**config.mk**
```make
export PLATFORM = sky130hd
export DESIGN_NAME = syndrome_stream_packer_flat
export DESIGN_NICKNAME = d
export VERILOG_FILES = /design/src/rtl/syndrome_stream_packer_if.sv /design/src/rtl/syndrome_stream_packer.sv /design/src/flat_wrapper.sv
export SDC_FILE = /design/constraint.sdc
export NUM_CORES = 1
export LEC_CHECK = 0
export BUFFER_PORTS_ARGS = -buffer_cell sky130_fd_sc_hd__buf_4
export CORE_MARGIN = 1
export CORE_UTILIZATION = 50
export CTS_BUF_LIST = sky130_fd_sc_hd__clkbuf_2
export CTS_CLUSTER_DIAMETER = 100
export CTS_CLUSTER_SIZE = 28
export DETAILED_ROUTE_END_ITERATION = 7
export PLACE_DENSITY = 0.82
export SLEW_MARGIN = 20
export SYNTH_ARGS = -nofsm -noshare
export SYNTH_HDL_FRONTEND = slang
export SYNTH_SLANG_ARGS = --single-unit
```
**constraint.sdc**
```tcl
create_clock -name clk -period 1.95 [get_ports clk]
set_clock_uncertainty 0.1 [all_clocks]
set_input_delay 0.195 -clock clk [delete_from_list [all_inputs] [get_ports clk]]
set_output_delay 0.195 -clock clk [all_outputs]
set_load 0.01 [all_outputs]
```
**src/rtl/syndrome_stream_packer_if.sv**
```systemverilog
// Handshake bundle for the syndrome packer: round input stream plus
// the byte-wide stream toward the decoder.
interface syndrome_stream_packer_if #(
    parameter int MEAS_WIDTH = 4
);
    logic [MEAS_WIDTH-1:0] meas_data;
    logic                  meas_valid;
    logic                  meas_ready;
    logic [7:0]            output_data;
    logic                  output_valid;
    logic                  output_ready;
    logic                  block_done;

    // Environment side: produces rounds, consumes bytes.
    modport master (
        output meas_data, meas_valid, output_ready,
        input  meas_ready, output_data, output_valid, block_done
    );

    // Packer side.
    modport slave (
        input  meas_data, meas_valid, output_ready,
        output meas_ready, output_data, output_valid, block_done
    );
endinterface

```
**src/rtl/syndrome_stream_packer.sv**
```systemverilog
// Buffers parallel syndrome rounds and serialises each block of
// GRID_WIDTH_U rounds as: header byte, then round bytes in round order.
module syndrome_stream_packer #(
    parameter int          GRID_WIDTH_X = 4,
    parameter int          GRID_WIDTH_Z = 1,
    parameter int          GRID_WIDTH_U = 3,
    parameter int          FIFO_DEPTH   = 2,
    parameter logic [7:0]  START_HEADER = 8'hFF
) (
    input logic                     clk,
    input logic                     reset,
    syndrome_stream_packer_if.slave bus
);
    localparam int MEAS_WIDTH      = GRID_WIDTH_X * GRID_WIDTH_Z;
    localparam int BYTES_PER_ROUND = (MEAS_WIDTH + 7) / 8;
    localparam int PW = $clog2(FIFO_DEPTH);
    localparam int RW = (GRID_WIDTH_U > 1) ? $clog2(GRID_WIDTH_U) : 1;
    localparam int BW = (BYTES_PER_ROUND > 1) ? $clog2(BYTES_PER_ROUND) : 1;

    localparam logic [PW:0]   CNT_FULL   = (PW+1)'(FIFO_DEPTH);
    localparam logic [PW:0]   CNT_ONE    = (PW+1)'(1);
    localparam logic [PW-1:0] PTR_ONE    = PW'(1);
    localparam logic [RW-1:0] ROUND_LAST = RW'(GRID_WIDTH_U - 1);
    localparam logic [BW-1:0] BYTE_LAST  = BW'(BYTES_PER_ROUND - 1);

    typedef enum logic [1:0] {IDLE, HEADER, PAYLOAD} state_t;

    logic [MEAS_WIDTH-1:0] mem [FIFO_DEPTH];
    logic [PW-1:0]         wr_ptr, rd_ptr;
    logic [PW:0]           count;
    logic                  fifo_full, fifo_empty;
    logic                  meas_ready, push, pop;

    state_t                state_q, state_d;
    logic [RW-1:0]         round_q, round_d;
    logic [BW-1:0]         byte_q, byte_d;
    logic [8*BYTES_PER_ROUND-1:0] head_pad;
    logic                  out_valid, done;
    logic [7:0]            out_data;

    assign fifo_full  = (count == CNT_FULL);
    assign fifo_empty = (count == '0);
    // Gated by reset so the source sees no space while the packer is held.
    assign meas_ready = reset && !fifo_full;
    assign push       = bus.meas_valid && meas_ready;

    assign bus.meas_ready   = meas_ready;
    assign bus.output_valid = out_valid;
    assign bus.output_data  = out_data;
    assign bus.block_done   = done;

    // Round storage; contents are don't-care until written, so no reset.
    always_ff @(posedge clk) begin
        if (push) mem[wr_ptr] <= bus.meas_data;
    end

    // FIFO pointers and occupancy; pointers wrap naturally at FIFO_DEPTH.
    always_ff @(posedge clk or negedge reset) begin
        if (!reset) begin
            wr_ptr <= '0;
            rd_ptr <= '0;
            count  <= '0;
        end else begin
            if (push) wr_ptr <= wr_ptr + PTR_ONE;
            if (pop)  rd_ptr <= rd_ptr + PTR_ONE;
            case ({push, pop})
                2'b10:   count <= count + CNT_ONE;
                2'b01:   count <= count - CNT_ONE;
                default: count <= count;
            endcase
        end
    end

    // Framing state and position counters.
    always_ff @(posedge clk or negedge reset) begin
        if (!reset) begin
            state_q <= IDLE;
            round_q <= '0;
            byte_q  <= '0;
        end else begin
            state_q <= state_d;
            round_q <= round_d;
            byte_q  <= byte_d;
        end
    end

    // Next state and stream outputs; output valid/data come from registers only.
    always_comb begin
        state_d   = state_q;
        round_d   = round_q;
        byte_d    = byte_q;
        pop       = 1'b0;
        done      = 1'b0;
        out_valid = 1'b0;
        out_data  = '0;
        head_pad  = '0;
        head_pad[MEAS_WIDTH-1:0] = mem[rd_ptr];
        case (state_q)
            IDLE: begin
                if (!fifo_empty) state_d = HEADER;
            end
            HEADER: begin
                out_valid = 1'b1;
                out_data  = START_HEADER;
                if (bus.output_ready) begin
                    state_d = PAYLOAD;
                    byte_d  = '0;
                end
            end
            PAYLOAD: begin
                out_valid = !fifo_empty;
                out_data  = head_pad[8*byte_q +: 8];
                if (out_valid && bus.output_ready) begin
                    if (byte_q != BYTE_LAST) begin
                        byte_d = byte_q + BW'(1);
                    end else begin
                        pop    = 1'b1;
                        byte_d = '0;
                        if (round_q == ROUND_LAST) begin
                            round_d = '0;
                            done    = 1'b1;
                            state_d = IDLE;
                        end else begin
                            round_d = round_q + RW'(1);
                        end
                    end
                end
            end
            default: state_d = IDLE;
        endcase
    end
endmodule

```
**src/flat_wrapper.sv**
```systemverilog
// flat-port wrapper written by rule: the top's interface ports become plain ports
module syndrome_stream_packer_flat 
#(
    parameter int          GRID_WIDTH_X = 4,
    parameter int          GRID_WIDTH_Z = 1,
    parameter int          GRID_WIDTH_U = 3,
    parameter int          FIFO_DEPTH   = 2,
    parameter logic [7:0]  START_HEADER = 8'hFF
)
  (clk, reset, bus_meas_data, bus_meas_valid, bus_output_ready, bus_meas_ready, bus_output_data, bus_output_valid, bus_block_done);
  syndrome_stream_packer_if bus_i ();
  input logic clk;
  input logic reset;
  input wire logic [$bits(bus_i.meas_data)-1:0] bus_meas_data;
  input wire logic [$bits(bus_i.meas_valid)-1:0] bus_meas_valid;
  input wire logic [$bits(bus_i.output_ready)-1:0] bus_output_ready;
  output wire logic [$bits(bus_i.meas_ready)-1:0] bus_meas_ready;
  output wire logic [$bits(bus_i.output_data)-1:0] bus_output_data;
  output wire logic [$bits(bus_i.output_valid)-1:0] bus_output_valid;
  output wire logic [$bits(bus_i.block_done)-1:0] bus_block_done;
  assign bus_i.meas_data = bus_meas_data;
  assign bus_i.meas_valid = bus_meas_valid;
  assign bus_i.output_ready = bus_output_ready;
  assign bus_meas_ready = bus_i.meas_ready;
  assign bus_output_data = bus_i.output_data;
  assign bus_output_valid = bus_i.output_valid;
  assign bus_block_done = bus_i.block_done;
  syndrome_stream_packer #(.GRID_WIDTH_X(GRID_WIDTH_X), .GRID_WIDTH_Z(GRID_WIDTH_Z), .GRID_WIDTH_U(GRID_WIDTH_U), .FIFO_DEPTH(FIFO_DEPTH), .START_HEADER(START_HEADER)) u_core (.clk(clk), .reset(reset), .bus(bus_i));
endmodule
```
==> results by group <==
Status
  – Status: complete, no violations

GRT
  – Gr ovfl total: 0
  – First-pass GRT wire length: between 2000 and 2500 um
  – Vias in the first global route: ~560
  – Initial antenna violation count: 0
  – Pin count of the biggest net entering global routing: 10
  – Total GRT Usage: between 15 and 20%

STA
  – Final hold viol count: 0
  – Fin. max-slew vios: 0
  – Worst slew pin tran: roughly 0.36 ns
  – Setup tns final: 0 ns
  – Crit share post-route: a little over nine tenths
  – Setup violations, final: 0
  – Max_slew headroom: 76.0%
  – Minimum clock period: 1.86 ns
  – Hold Worst Slack: between 0.1 and 0.15 ns
  – Max Clk Rate: 539 MHz

Final layout
  – Fraction of layout cells with a size suffix above 1: a little over a third
  – Post-layout net count: between 100 and 150
  – Area Growth Syn to Fin: 27.6%
  – Diodes inserted: 0
  – Most common cell after layout, fill and taps aside: buf_4
  – Final Non-Filler Cells: 111
  – Commonest cells after routing, fill and taps aside: buf_4, dfrtp_1, edfxtp_1

Synth
  – Syn Inst Count: 69
  – Flip-flop and latch count after synthesis: 16
  – Area share of the largest cell type after synthesis: between 20% and 30%
  – YS warnings: 0
  – Synth area leaders: edfxtp_1, dfrtp_1, ha_1
  – Post-synthesis cell area: a little over 800 sq um
  – Biggest area consumer among synthesized cells: edfxtp_1
  – Post-Syn Nets: 83
  – Sequential area share after synthesis: 53.3%
  – Cell variety after synth: 23
  – Avg Cell Area, Syn: approximately 12 sq um

Setup path
  – Most frequent CP cell: nor2_1
  – Max FO, Critical Path: 6
  – Crit path largest cell delay: 0.42 ns
  – Slowest-stage cell, CP: dfrtp_1
  – Nature of the critical path endpoint: register
  – Reg2reg start: u_core.state_q[0]
  – Crit path kind: register to register
  – CP cell instances: inv_2 > buf_4 > ha_1 > nor2_1 > nor2_1 > a221o_1 > mux2_1
  – CP startpoint kind: register
  – Worst Path Buf+Inv: 2
  – CP Launch Point: u_core.state_q[0]
  – Data required, critical path: just over 2 ns
  – Crit-path leading delay family: flip-flops
  – WP data arrival: roughly 1.9 ns

Route
  – Final ANT Viol Nets: 0
  – 1st-pass router iterations: 4
  – Post-DR wirelength/cell: 13.0 um
  – Vias per inst: 5.11
  – Via count: about 570
  – Final wirelength: around 1400 um
  – Drt drc: 0
  – Starting DRT DRC Count: 10

Placement
  – Routability congestion estimate: 0.719
  – Placed Cells incl. Taps: 100
  – DP Wirelength: about 1000 um
  – PortBufs: 18

Die
  – I/O pin count: 19
  – Die Ht: 42.6 um
  – # rows: 14
  – Initial core utilization: 54.2%
  – Die width: around 43 um
  – Full die area: between 0.0015 and 0.002 sq mm
  – Core Region: approximately 0.0015 sq mm

CTS
  – Clock Path Buffers: 2
  – Worst skew pair latency: between 0.2 and 0.3 ns
  – CTS tree: built
  – Clock Sinks: 16
  – Clock root cell: clkbuf_2
  – Reg clk slew, reported paths: approximately 0.15 ns
  – Htree depth: 1
  – TritonCTS Buffers: 3

Power and ir drop
  – PwrDens: ~1400 mW/mm^2
  – Worst vdd ir: around 840 uV
  – Power Total: about 0.0015 W
  – Leakage power: 0.475 nW

Flow run
  – Max_cap viols: 0

Min path
  – Hold WC Path Type: input port to async pin
==> metal layers <==
layer	global-route usage, %	part of all wire (%)	vias to the layer above
li1	-	-	284
met1	23.8	43	271
met2	29.4	53	8
met3	2.59	2.6	4
met4	5.63	1.5	0
met5	0	0	-
==> cells in the mapped netlist (all sizes together) <==
library cell and number:
buf 4, nor2 5, ha 6, and3 1, o21ai 1, nor3b 1, dfrtp 8, a221o 1
a21oi 5, xor2 1, inv 4, a21o 1, xnor2 4, nand2 3, edfxtp 8, nor2b 5
or2 1, a21boi 1, mux2 6, nand3b 1, nor3 1, nand3 1
==> kinds of logic after synthesis <==
group	share of synthesized area [%]
simple gates	12.0
flops	53.3
compound gates	6.67
buf+inv	5.45
mux	8.18
fa+ha+maj	9.09
xor+xnor	5.30
==> metrics by stage <==
step           instance area [sq um]  setup WS [ns]  util, %
2_1_floorplan                    826          0.178        -
3_3_place_gp                     958          0.256     62.9
3_5_place_dp                     958          0.188     62.9
4_1_cts                         1030        0.00651     67.4
5_1_grt                         1050       -0.00697     69.1
6_report                        1050         0.0937     69.1
==> final timing paths <==
kind                       slack [ns]                end  cells past startpoint
setup / recovery                 0.09  u_core.state_q[0]                      7
hold / removal                   0.15      u_core.wr_ptr                      2
setup reg to reg                 0.09  u_core.state_q[0]                      7
hold reg to reg                  0.40      u_core.wr_ptr                      1
max in group asynchronous        1.47      u_core.rd_ptr                      2
min in group clk                 0.15      u_core.wr_ptr                      3
==> area by class of cell <==
| type | count | area (sq um) |
|---|---|---|
| inverters | 4 | 15.0 |
| well taps | 16 | 20.0 |
| clock buffers | 3 | 15.0 |
| flip-flops and latches | 16 | 440 |
| repair buffers | 26 | 208 |
| multi-input cells | 45 | 352 |
| fillers | 111 | 470 |
| clock inverters | 1 | 3.75 |
==> where the power goes <==
part	internal, W	total [W]	switching, W
logic	0.000449	0.000815	0.000366
clock network	0.0000446	0.000144	0.0000990
registers	0.000460	0.000565	0.000105
total	0.000954	0.00152	0.000570
==> sequential cells by signal, indices dropped and copies added, names as in the netlist <==
name and cells:
u_core.wr_ptr 1, u_core.rd_ptr 1, u_core.mem 8, u_core.round_q 2, u_core.count 2, u_core.state_q 2
==> repair_timing <==
action,4_1_cts,5_1_grt
endpoints found under the setup margin,0,6
hold buffers,5,0
endpoints found under the hold margin,16,0
buffers inserted,0,2
resized for setup,0,5
(Power assumes the default switching activity.)
